==> config.mk <==
export PLATFORM = sky130hd
export DESIGN_NAME = riscv_soft_scoreboard
export DESIGN_NICKNAME = d
export VERILOG_FILES = /design/src/rtl/riscv_soft_scoreboard.sv
export SDC_FILE = /design/constraint.sdc
export NUM_CORES = 1
export LEC_CHECK = 0
export BUFFER_PORTS_ARGS = -buffer_cell sky130_fd_sc_hd__buf_2
export CORE_MARGIN = 3
export CORE_UTILIZATION = 45
export DETAILED_ROUTE_END_ITERATION = 10
export MAX_ROUTING_LAYER = met4
export PLACE_DENSITY = 0.75
export SYNTH_ARGS = -nofsm -noshare
export SYNTH_HDL_FRONTEND = slang
export SYNTH_SLANG_ARGS = --single-unit
==> constraint.sdc <==
create_clock -name clk -period 8.29 [get_ports clk]
set_input_delay 0.4145 -clock clk [delete_from_list [all_inputs] [get_ports clk]]
set_output_delay 0.4145 -clock clk [all_outputs]
set_load 0.005 [all_outputs]
==> src/rtl/riscv_soft_scoreboard.sv <==
// Register scoreboard: tracks pending writes from NUM_WB writeback channels and gates issue on RAW/WAW/in-flight limits.
// issue_ready/fwd are combinational; pending updates next edge. RISCV_SOFT_SCOREBOARD_WB_BYPASS_EN enables same-cycle wb bypass.
module riscv_soft_scoreboard #(
  parameter int NUM_REGS     = 32,
  parameter int REG_ADDR_W   = 5,
  parameter int NUM_WB       = 2,
  parameter int WB_SEL_W     = 1,
  parameter int MAX_INFLIGHT = 4,
  parameter int CNT_W        = 3
) (
  input  logic                         clk,
  input  logic                         reset,
  input  logic                         issue_valid,
  output logic                         issue_ready,
  input  logic [REG_ADDR_W-1:0]        issue_rs1,
  input  logic                         issue_rs1_used,
  input  logic [REG_ADDR_W-1:0]        issue_rs2,
  input  logic                         issue_rs2_used,
  input  logic [REG_ADDR_W-1:0]        issue_rd,
  input  logic                         issue_wr_reg,
  input  logic [WB_SEL_W-1:0]          issue_wb_sel,
  input  logic [NUM_WB-1:0]            wb_valid,
  input  logic [NUM_WB*REG_ADDR_W-1:0] wb_rd,
  input  logic                         flush,
  output logic                         fwd_rs1_valid,
  output logic [WB_SEL_W-1:0]          fwd_rs1_sel,
  output logic                         fwd_rs2_valid,
  output logic [WB_SEL_W-1:0]          fwd_rs2_sel,
  output logic                         wb_err,
  output logic                         busy,
  output logic [CNT_W-1:0]             inflight_count
);

  localparam int NM_W = $clog2(NUM_WB + 1);

  logic [NUM_REGS-1:0] pending;
  logic [WB_SEL_W-1:0] tag [NUM_REGS];
  logic [CNT_W-1:0]    cnt_q;
  logic                wb_err_q;

  logic [NUM_WB-1:0]     match;
  logic [NUM_WB-1:0]     mismatch;
  logic [NUM_REGS-1:0]   clr_vec;
  logic [NUM_REGS-1:0]   clr_now;
  logic [NUM_REGS-1:0]   set_vec;
  logic [NM_W-1:0]       n_match;
  logic [NM_W-1:0]       n_bypass;
  logic [REG_ADDR_W-1:0] rd_k;
  logic                  rs1_haz, rs2_haz, waw_haz, full;
  logic                  alloc;
  logic [CNT_W:0]        eff_cnt;
  logic [CNT_W:0]        cnt_sum;

  // A channel only retires a register whose tag names that channel; anything else is an error.
  always_comb begin
    match    = '0;
    mismatch = '0;
    clr_vec  = '0;
    n_match  = '0;
    rd_k     = '0;
    for (int k = 0; k < NUM_WB; k++) begin
      rd_k = wb_rd[k*REG_ADDR_W +: REG_ADDR_W];
      if (wb_valid[k] && rd_k != '0) begin
        if (pending[rd_k] && tag[rd_k] == WB_SEL_W'(k)) begin
          match[k]      = 1'b1;
          clr_vec[rd_k] = 1'b1;
          n_match       = n_match + NM_W'(1);
        end else begin
          mismatch[k] = 1'b1;
        end
      end
    end
  end

`ifdef RISCV_SOFT_SCOREBOARD_WB_BYPASS_EN
  assign clr_now  = clr_vec;
  assign n_bypass = n_match;
`else
  assign clr_now  = '0;
  assign n_bypass = '0;
`endif

  assign rs1_haz = issue_rs1_used && issue_rs1 != '0 && pending[issue_rs1] && !clr_now[issue_rs1];
  assign rs2_haz = issue_rs2_used && issue_rs2 != '0 && pending[issue_rs2] && !clr_now[issue_rs2];
  assign waw_haz = issue_wr_reg && issue_rd != '0 && pending[issue_rd] && !clr_now[issue_rd];

  assign eff_cnt = {1'b0, cnt_q} - (CNT_W+1)'(n_bypass);
  assign full    = issue_wr_reg && eff_cnt == (CNT_W+1)'(MAX_INFLIGHT);

  assign issue_ready = !flush && !rs1_haz && !rs2_haz && !waw_haz && !full;
  assign alloc       = issue_valid && issue_ready && issue_wr_reg && issue_rd != '0;

  assign fwd_rs1_valid = issue_rs1_used && issue_rs1 != '0 && pending[issue_rs1] && clr_now[issue_rs1];
  assign fwd_rs2_valid = issue_rs2_used && issue_rs2 != '0 && pending[issue_rs2] && clr_now[issue_rs2];
  assign fwd_rs1_sel   = fwd_rs1_valid ? tag[issue_rs1] : '0;
  assign fwd_rs2_sel   = fwd_rs2_valid ? tag[issue_rs2] : '0;

  always_comb begin
    set_vec = '0;
    if (alloc) set_vec[issue_rd] = 1'b1;
  end

  assign cnt_sum = {1'b0, cnt_q} + (CNT_W+1)'(alloc) - (CNT_W+1)'(n_match);

  // Set is OR-ed after the clear so a re-issued rd stays pending.
  always_ff @(posedge clk) begin
    if (reset) begin
      pending  <= '0;
      cnt_q    <= '0;
      wb_err_q <= 1'b0;
      for (int r = 0; r < NUM_REGS; r++) tag[r] <= '0;
    end else if (flush) begin
      pending  <= '0;
      cnt_q    <= '0;
      wb_err_q <= 1'b0;
    end else begin
      pending  <= (pending & ~clr_vec) | set_vec;
      cnt_q    <= cnt_sum[CNT_W-1:0];
      wb_err_q <= |mismatch;
      if (alloc) tag[issue_rd] <= issue_wb_sel;
    end
  end

  assign wb_err         = wb_err_q;
  assign busy           = cnt_q != '0;
  assign inflight_count = cnt_q;

endmodule

==> metrics.md <==
| Metric | Value |
|---|---|
| Antenna-violating nets left | 0 |
| Rows | 40 |
| Post-synth top area share | between 10% and 20% |
| Share of cells above drive strength 1 | approximately 20% |
| Setup CP Type | in2reg |
| Nets | roughly 600 |
| Slew headroom | a little over a quarter |
| Hold Vio Cnt, Final | 0 |
| Worst min-delay path class | in2reg |
| Clock skew | between 0.01 and 0.015 ns |
| Routed wire per std cell | 24.4 um |
| Chip Width | about 120 um |
| CTS sink cnt | ~70 |
| Initial antenna violation count | 0 |
| Least-Margin Pin Slew | between 1 and 1.5 ns |
| Vias post-DR | between 5000 and 6000 |
| VDD IR max | between 0.00007 and 0.00008 V |
| Post-route clock period utilization | a little over half |
| First-pass GRT wire length | between 20000 and 30000 um |
| Critical path, cell by cell | buf_2 > mux4_2 > a22o_1 > a221oi_1 > and4_1 > o211ai_1 > inv_1 > ha_1 > nand2_1 > o21ai_0 > ha_1 > inv_1 > ha_1 > fa_1 > xnor2_1 > xnor2_1 > nor3_1 |
| Setup violators final | 0 |
| Syn Area/Cell | 10.1 um^2 |
| Core area | roughly 0.012 mm^2 |
| WHS | ~0.31 ns |
| Clock Latency Late Sink | 0.34 ns |
| Postcts setup bufs | 0 |
| Iteration-0 DRC Markers | between 700 and 800 |
| Async SR Flop Fraction | 0% |
| Initial Util | between 40% and 50% |
| DP Worst Slack | 3.53 ns |
| Drt total wl | about 18000 um |
| Max Clk Rate | ~230 MHz |
| Synth unique cells | 64 |
| First-pass DRT Iterations | 6 |
| Drt drc | 0 |
| Ant. Diodes | 0 |
| Setup TNS | 0 ns |
| WP data arrival | around 4.6 ns |
| I/O pins | 45 |
| Largest net degree at the start of global routing | 39 |
| CTS hold repair buffers | 0 |
| Outcome | finished clean |
| Post-synth top area cell | edfxtp_1 |
| Startpoint Class | input pin |
| Mapped Cells | 556 |
| Crit. End Element | register |
| DP Wirelength | around 12000 um |
| Largest fanout on the critical path | 37 |
| Ranking of synthesized cells by area | edfxtp_1 17%, dfxtp_1 13%, mux4_2 10%, mux2i_1 9.6%, o2bb2ai_1 4.8% |
| Post-CTS sizing | 0 |
| Tot Pwr | between 0.8 and 0.9 mW |
| Die Height | roughly 120 um |
| Sequential area share after synthesis | slightly below 30% |
| Hold Startpoint | flush |
| CP peak stage delay | ~0.75 ns |
| Layout overhead on the synthesized area | 7.15% |
| CP max-delay cell | buf_2 |
| Gr ovfl total | 0 |
| Required time worst endpoint | roughly 8.5 ns |
| CTS tree | done |
| RePlAce Congestion | approximately 1 |
| Worst setup margin | 3.86 ns |
| Maxcap violations | 0 |
| H-tree Lvls | 3 |
| Layout fillers | roughly 1100 |
| Reg-to-reg critical path startpoint | tag[13]$_SDFFCE_PN0P_ |
| Seq cells post-synth | 68 |
| Synth Warn # | 0 |
| Final slew viol count | 0 |
| Commonest cells after routing, fill and taps aside | 54 x mux2i_1, 40 x buf_2, 36 x dfxtp_1 |
| Post-synth EDFFs | 32 |
| Top_reg_cell synth | dfxtp_1 |
| Root Driver | clkbuf_16 |
| Via/cell ratio | approximately 7.0 |
| CP most frequent cell | ha_1 |
| Vias in the first global route | roughly 4900 |
| Leak pwr | ~2.4 nW |
| Die area | ~0.014 mm^2 |
| Clock-pin transition on the worst setup and hold timing paths | 0.06 ns |
| Overall Global Routing Usage | a little over a quarter |
| Commonest non-fill, non-tap cell in the layout | mux2i_1 |
| PwrDens | approximately 140 mW/mm^2 |
| RSZ-0062 raised after global routing | false |
| Crit path from | wb_rd[0] |
| Total CTS buffers | 9 |
| Maximum clock path buffer count | 2 |
| Port Buffers | 40 |
| Mapped Area | ~0.0056 mm^2 |
| Tmin final | between 4 and 5 ns |
==> cell type report <==
class | count | area, um^2 | share of cell area (%)
Multi-Input combinational cell | 420 | 3600 | 59.7
Sequential cell | 68 | 1680 | 27.8
Timing Repair Buffer | 47 | 253 | 4.19
Clock buffer | 13 | 240 | 3.98
Tap cell | 168 | 210 | 3.48
Inverter | 9 | 33.8 | 0.559
Clock inverter | 3 | 17.5 | 0.290
==> layer usage <==
layer | GRT usage [%] | routed length, um | vias to the layer above
li1 | - | - | 2212
met1 | 34.8 | 7130 | 2479
met2 | 38.9 | 7950 | 348
met3 | 4.95 | 1980 | 71
met4 | 11.2 | 690 | 0
met5 | - | 0 | -
==> kinds of logic after synthesis <==
family          synth area share (%)
mux                             22.6
compound gates                  21.0
fa+ha+maj                       1.24
buf+inv                         6.55
other cells                   0.0665
xor+xnor                       0.311
flops                           29.8
simple gates                    18.4
==> Yosys cell counts (13+ instances only) <==
library cell,instances
edfxtp_1,32
mux2i_1,54
o221ai_1,14
dfxtp_1,36
mux4_2,25
and3_1,32
o211ai_1,33
clkbuf_1,32
a21o_1,31
mux2_2,13
nand2_1,16
buf_2,13
o2bb2ai_1,31
nor3_1,31
==> final timing paths <==
path,endpoint,cells past startpoint,slack (ns)
setup / recovery,inflight_count[2]$_SDFF_PP0_,17,3.86
hold / removal,inflight_count[2]$_SDFF_PP0_,2,0.31
setup reg to reg,inflight_count[2]$_SDFF_PP0_,16,4.42
hold reg to reg,pending[0]$_SDFF_PP0_,1,0.57
==> sequential cells by signal, indices dropped and copies added, names as in the netlist <==
register	cells
wb_err	1
inflight_count	3
pending	32
tag	32
==> power breakdown <==
part           internal, mW  switching [mW]  total [mW]
clock                 0.202           0.142       0.344
combinational        0.0477          0.0848       0.132
sequential            0.357         0.00410       0.361
total                 0.606           0.231       0.837
==> metrics by stage <==
| step | instances | instance area (um^2) | util (%) |
|---|---|---|---|
| finish | 728 | 6040 | 49.9 |
| global route | 728 | 6040 | 49.9 |
| global placement | 712 | 5780 | 47.7 |
| CTS | 728 | 6040 | 49.9 |
| floorplan | 560 | 5650 | - |
| detailed placement | 712 | 5780 | 47.7 |
==> critical path, delay by kind of cell <==
family / cells / cell delay (ns)
simple gates: 3 / 0.38
buf+inv: 3 / 0.93
fa+ha+maj: 4 / 1.09
mux: 1 / 0.61
compound gates: 4 / 0.84
xor+xnor: 2 / 0.34
Power figures use the tool's default switching activity.
